`src/rtl/pi_txn_queue.sv`:
```
// Pi register front end: synchronizes Pi strobes, builds bus transactions from
// ADDR_LO/DATA/ADDR_HI writes, queues them and hands them one by one to the bus engine.
module pi_txn_queue #(
    parameter int DEPTH       = 4,
    parameter int SYNC_STAGES = 2
) (
    input  logic        M68K_CLK,
    input  logic        M68K_RESET_n,
    input  logic [1:0]  PI_A,
    input  logic        PI_WR,
    input  logic        PI_RD,
    input  logic [15:0] PI_D_IN,
    output logic [15:0] PI_D_OUT,
    output logic        PI_TXN_IN_PROGRESS,
    output logic        TXN_VALID,
    output logic [22:0] TXN_A,
    output logic        TXN_A0,
    output logic        TXN_SZ,
    output logic        TXN_RW,
    output logic [15:0] TXN_WDATA,
    input  logic        TXN_DONE,
    input  logic [15:0] TXN_RDATA,
    input  logic        FLUSH,
    output logic        ST_RESET_OUT,
    output logic        OVERFLOW
);
    localparam int PW = $clog2(DEPTH);
    localparam int CW = PW + 1;
    localparam int EW = 42;
    localparam logic [CW-1:0] FULL_CNT = CW'(DEPTH);

    typedef enum logic {IDLE, ISSUE} state_t;
    state_t state, state_nxt;

    logic [SYNC_STAGES-1:0] wr_sync, rd_sync;
    logic                   wr_prev, rd_prev;
    logic                   wr_evt;
    logic                   unused_rd_evt;

    logic [14:0]   stg_a;
    logic          stg_a0;
    logic [15:0]   stg_wdata;
    logic [EW-1:0] mem [DEPTH];
    logic [EW-1:0] head;
    logic [PW-1:0] rd_ptr, wr_ptr;
    logic [CW-1:0] count, count_nxt;
    logic          commit, pop, push;
    logic          in_prog, st_reset, overflow;
    logic [15:0]   rdata;

    always_ff @(posedge M68K_CLK) begin
        if (!M68K_RESET_n) begin
            wr_sync <= '0;
            rd_sync <= '0;
            wr_prev <= 1'b0;
            rd_prev <= 1'b0;
        end else begin
            wr_sync <= {wr_sync[SYNC_STAGES-2:0], PI_WR};
            rd_sync <= {rd_sync[SYNC_STAGES-2:0], PI_RD};
            wr_prev <= wr_sync[SYNC_STAGES-1];
            rd_prev <= rd_sync[SYNC_STAGES-1];
        end
    end

    // Reads are served combinationally from PI_A; the read event has no side effect.
    assign wr_evt        = wr_sync[SYNC_STAGES-1] & ~wr_prev;
    assign unused_rd_evt = rd_sync[SYNC_STAGES-1] & ~rd_prev;

    assign commit = wr_evt && (PI_A == 2'd2);
    assign pop    = (state == ISSUE) && TXN_DONE && !FLUSH;
    // At full, a simultaneous pop frees the slot before the commit lands.
    assign push   = commit && !FLUSH && ((count != FULL_CNT) || pop);

    always_comb begin
        state_nxt = state;
        count_nxt = count;
        if (FLUSH) begin
            state_nxt = IDLE;
            count_nxt = '0;
        end else begin
            if (state == IDLE) begin
                if (count != '0) state_nxt = ISSUE;
            end else if (TXN_DONE) begin
                state_nxt = IDLE;
            end
            if (push && !pop)      count_nxt = count + 1'b1;
            else if (pop && !push) count_nxt = count - 1'b1;
        end
    end

    always_ff @(posedge M68K_CLK) begin
        if (!M68K_RESET_n) begin
            state     <= IDLE;
            count     <= '0;
            rd_ptr    <= '0;
            wr_ptr    <= '0;
            in_prog   <= 1'b0;
            st_reset  <= 1'b1;
            overflow  <= 1'b0;
            rdata     <= '0;
            stg_a     <= '0;
            stg_a0    <= 1'b0;
            stg_wdata <= '0;
        end else begin
            state   <= state_nxt;
            count   <= count_nxt;
            in_prog <= (count_nxt != '0) || (state_nxt == ISSUE);
            if (FLUSH) begin
                rd_ptr <= '0;
                wr_ptr <= '0;
            end else begin
                if (pop)  rd_ptr <= rd_ptr + 1'b1;
                if (push) wr_ptr <= wr_ptr + 1'b1;
            end
            if (commit && !FLUSH && !push) overflow <= 1'b1;
            if (pop && head[16]) rdata <= TXN_RDATA;
            if (wr_evt) begin
                case (PI_A)
                    2'd0: stg_wdata <= PI_D_IN;
                    2'd1: begin
                        stg_a  <= PI_D_IN[15:1];
                        stg_a0 <= PI_D_IN[0];
                    end
                    2'd3: begin
                        st_reset <= ~PI_D_IN[1];
                        if (PI_D_IN[2]) overflow <= 1'b0;
                    end
                    default: ;
                endcase
            end
        end
    end

    // Entry layout: {addr[22:0], a0, sz, rw, wdata[15:0]}
    always_ff @(posedge M68K_CLK) begin
        if (push) mem[wr_ptr] <= {PI_D_IN[7:0], stg_a, stg_a0, PI_D_IN[8], PI_D_IN[9], stg_wdata};
    end

    assign head      = mem[rd_ptr];
    assign TXN_VALID = (state == ISSUE);
    assign TXN_A     = head[41:19];
    assign TXN_A0    = head[18];
    assign TXN_SZ    = head[17];
    assign TXN_RW    = head[16];
    assign TXN_WDATA = head[15:0];

    assign PI_TXN_IN_PROGRESS = in_prog;
    assign ST_RESET_OUT       = st_reset;
    assign OVERFLOW           = overflow;

    always_comb begin
        PI_D_OUT = '0;
        case (PI_A)
            2'd0:    PI_D_OUT = rdata;
            2'd3:    PI_D_OUT = {overflow, count != '0, 12'd0, ~st_reset, 1'b0};
            default: ;
        endcase
    end

endmodule

```
`config.mk`:
```
export PLATFORM = sky130hd
export DESIGN_NAME = pi_txn_queue
export DESIGN_NICKNAME = d
export VERILOG_FILES = /design/src/rtl/pi_txn_queue.sv
export SDC_FILE = /design/constraint.sdc
export NUM_CORES = 1
export LEC_CHECK = 0
export ABC_AREA = 1
export CAP_MARGIN = 20
export CORE_UTILIZATION = 45
export CTS_CLUSTER_SIZE = 8
export DETAILED_ROUTE_END_ITERATION = 10
export GPL_TIMING_DRIVEN = 0
export PLACE_DENSITY = 0.62
export RECOVER_POWER = 50
export SYNTH_ARGS = -nofsm -noshare
export SYNTH_HDL_FRONTEND = slang
export SYNTH_SLANG_ARGS = --single-unit
```
`constraint.sdc`:
```
create_clock -name M68K_CLK -period 6.4 [get_ports M68K_CLK]
set_input_delay 1.28 -clock M68K_CLK [delete_from_list [all_inputs] [get_ports M68K_CLK]]
set_output_delay 1.28 -clock M68K_CLK [all_outputs]
set_load 0.02 [all_outputs]
```
==> flow_summary.ini <==
[clocking]
tritoncts = built
cts_num_sinks = 232
clk_path_buf_depth = 3
hold_buffers = 0
cts_setup_buffers = 0
post_cts_resized = 0
clkTransAtPathRegs_ns = 0.05
cts_htree_levels = 2
clock-root-buffer = clkbuf_16
cts_buffers = 34
clk_latency_ns = 0.49

[sta]
fin_setup_tns_ns = 0
min_period_ns = 5.28
hold_violations = 0
fin_crit_sh_pct = 82.5
timing.fmax_mhz = 189
rsz0062_at_grt = false
max_slew_margin_pct = -3.56
setup_viol = 0
slew_violations = 9
worstMarginPinSlew_ns = 1.54
fin_worst_skew_ns = 0.0140
finalWorstSetupSlack_ns = 1.12

[die]
die_h_um = 143
start_util_pct = 46.0
design.die.area_um2 = 20500
ios = 102
core_area_um2 = 19500
rows = 51
dieWidth_um = 143

[pwr]
switching_share_pct = 19.4
p_int_mw = 2.70
power.switching_uw = 651
power_density_nw_per_um2 = 295
comb_power_share_pct = 2.2
peakVddDrop_mv = 0.176
power.leakage_nw = 4.16
p_total_mw = 3.35
clock_power_share_pct = 49.7
seqPwrFrac_pct = 48.0

[route]
routedWlPerCell_um = 18.2
finalWirelength_um = 21700
drc = 0
drt_iter0_drc = 446
routed_via_density = 5.31
num_vias = 6321
ant_nets = 0
dr.pass1.iters = 5

[logic_synthesis]
yosys_warnings = 0
synth_area_leaders = edfxtp_1, dfxtp_1, o21ai_0
synth_enable_flop_cells = 168
yosys_most_used_dff = edfxtp_1
yosysTopAreaCellShare_pct = 56.4
synthArstFlopShare_pct = 0
synth_area_um2 = 8950
syn_nets = 812
synthTopCellsByCount = edfxtp_1, nor2_1, o21ai_0, nand2_1, dfxtp_1
yosysTopAreaCell = edfxtp_1
syn_inst = 761
synth_seq_cells = 232
synth_cell_type_count = 31
yosysMostFrequentCell = edfxtp_1
synth_area_per_cell_um2 = 11.8
synth-seq-area-share_pct = 70.7

[place]
post-place-ws_ns = 1.40
place_congestion = 0.796
io_buffers = 99
dp_hpwl_um = 14000

[run_status]
outcome = complete, but fails checks
violations = capacitance limit, slew limit

[global_routing]
grt_max_degree = 24
grt_pass1_vias = 6361
grt_pass1_wl_um = 33900
track_usage_pct = 22.1
antenna_found_initial = 1
grt-ovfl-total = 0

[setup_path]
endpoint_kind = primary output
reg2reg_from = TXN_VALID
r2r_slack_ns = 3.29
reg2reg_to = mem[0][31]
r2r_cells = 6
start_kind = input pin
worstPathMaxFanout = 10
cp.required_ns = 5.12
arrival_ns = 4.00
critical_path_class = in -> out

[cells_and_area]
area_delta_synth_final_pct = 26.8
nNetsFinal = 951
drive_gt1_share_pct = 7.78
num_antenna_cells = 0

[flow_run]
cap_violations = 1

[hold_path]
whs_endpoint = wr_sync[1]
min_path_cells = 2
min_path_type = reg -> reg
hp-start = wr_sync[0]
-- critical path: stages --
cell	delay [ns]
dlygate4sd3_1	0.58
inv_1	0.10
ha_1	0.23
clkbuf_1	0.35
clkbuf_1	0.52
nand2_1	0.12
a21oi_1	0.18
clkdlybuf4s50_1	0.63
-- stage by stage --
stage	cells	utilization (%)	hold slack (ns)	area, µm²
final	1191	58.3	0.414	11300
after global routing	1191	58.3	0.434	11300
after CTS	1191	58.6	0.417	11400
after detailed placement	1129	53.4	0.407	10400
after global placement	1125	52.8	0.401	10300
after floorplan	761	-	0.390	8950
-- registers in the layout, summed over array words and instances, names as in the netlist, 2 cells and up, named ones only --
name,count
wr_sync,2
count,3
mem,168
stg_wdata,16
rd_ptr,2
wr_ptr,2
stg_a,15
rdata,16
-- cell type report --
| cell class | instances | area (µm²) |
|---|---|---|
| Fill cell | 1568 | 8120 |
| Sequential cell | 232 | 6330 |
| Multi-Input combinational cell | 438 | 2240 |
| Timing Repair Buffer | 103 | 1080 |
| Clock buffer | 62 | 1020 |
| Tap cell | 265 | 332 |
| Buffer | 48 | 194 |
| Inverter | 43 | 161 |
-- power by group through the flow --
stage               clock [mW]  combinational [mW]  sequential, mW
global route              1.76              0.0804            1.61
detailed placement           0              0.0766            1.64
floorplan                    0              0.0295            1.64
global placement             0              0.0751            1.64
finish                    1.67              0.0747            1.61
CTS                       1.69              0.0770            1.61
-- layer usage --
layer / GRT usage, % / routed length [µm]
met1: 28.2 / 9320
met2: 36.8 / 10400
met3: 4.59 / 1380
met4: 8.66 / 531
met5: 0 / 13
-- cells by family after synthesis --
kind of cell	count (synthesis)	share of synthesized area [%]
XOR/XNOR	3	0.294
flip-flops	232	70.7
buffers and inverters	91	4.35
AO/OA/AOI/OAI	203	12.7
adder cells (fa/ha/maj)	11	1.54
AND/OR/NAND/NOR	221	10.4
-- cells in the final DEF (no fill, tap or decap), types with 3 or more instances in the layout --
master	instances
edfxtp_1	168
nor2_1	90
o21ai_0	88
clkdlybuf4s50_1	82
nand2_1	65
dfxtp_1	64
clkbuf_1	62
a21oi_1	46
o22ai_1	41
inv_1	40
nand3_1	40
clkbuf_16	37
dlygate4sd3_1	17
nor3_1	15
o21ai_1	14
ha_1	11
a21oi_2	10
buf_2	8
nor2_4	4
nand4_1	4
inv_2	3
buf_12	3
-- worst max path at each step --
stage          slack [ns]  depth (start not counted)     from           end
6_report             1.12                          8  PI_A[0]  PI_D_OUT[15]
5_1_grt              0.93                          8  PI_A[0]  PI_D_OUT[14]
4_1_cts              1.39                          8  PI_A[0]  PI_D_OUT[15]
3_5_place_dp         1.40                          8  PI_A[0]  PI_D_OUT[15]
3_3_place_gp         0.16                          7  PI_A[0]    mem[0][38]
2_1_floorplan        2.30                          6  PI_A[0]     mem[0][0]
Power figures use the tool's default switching activity.
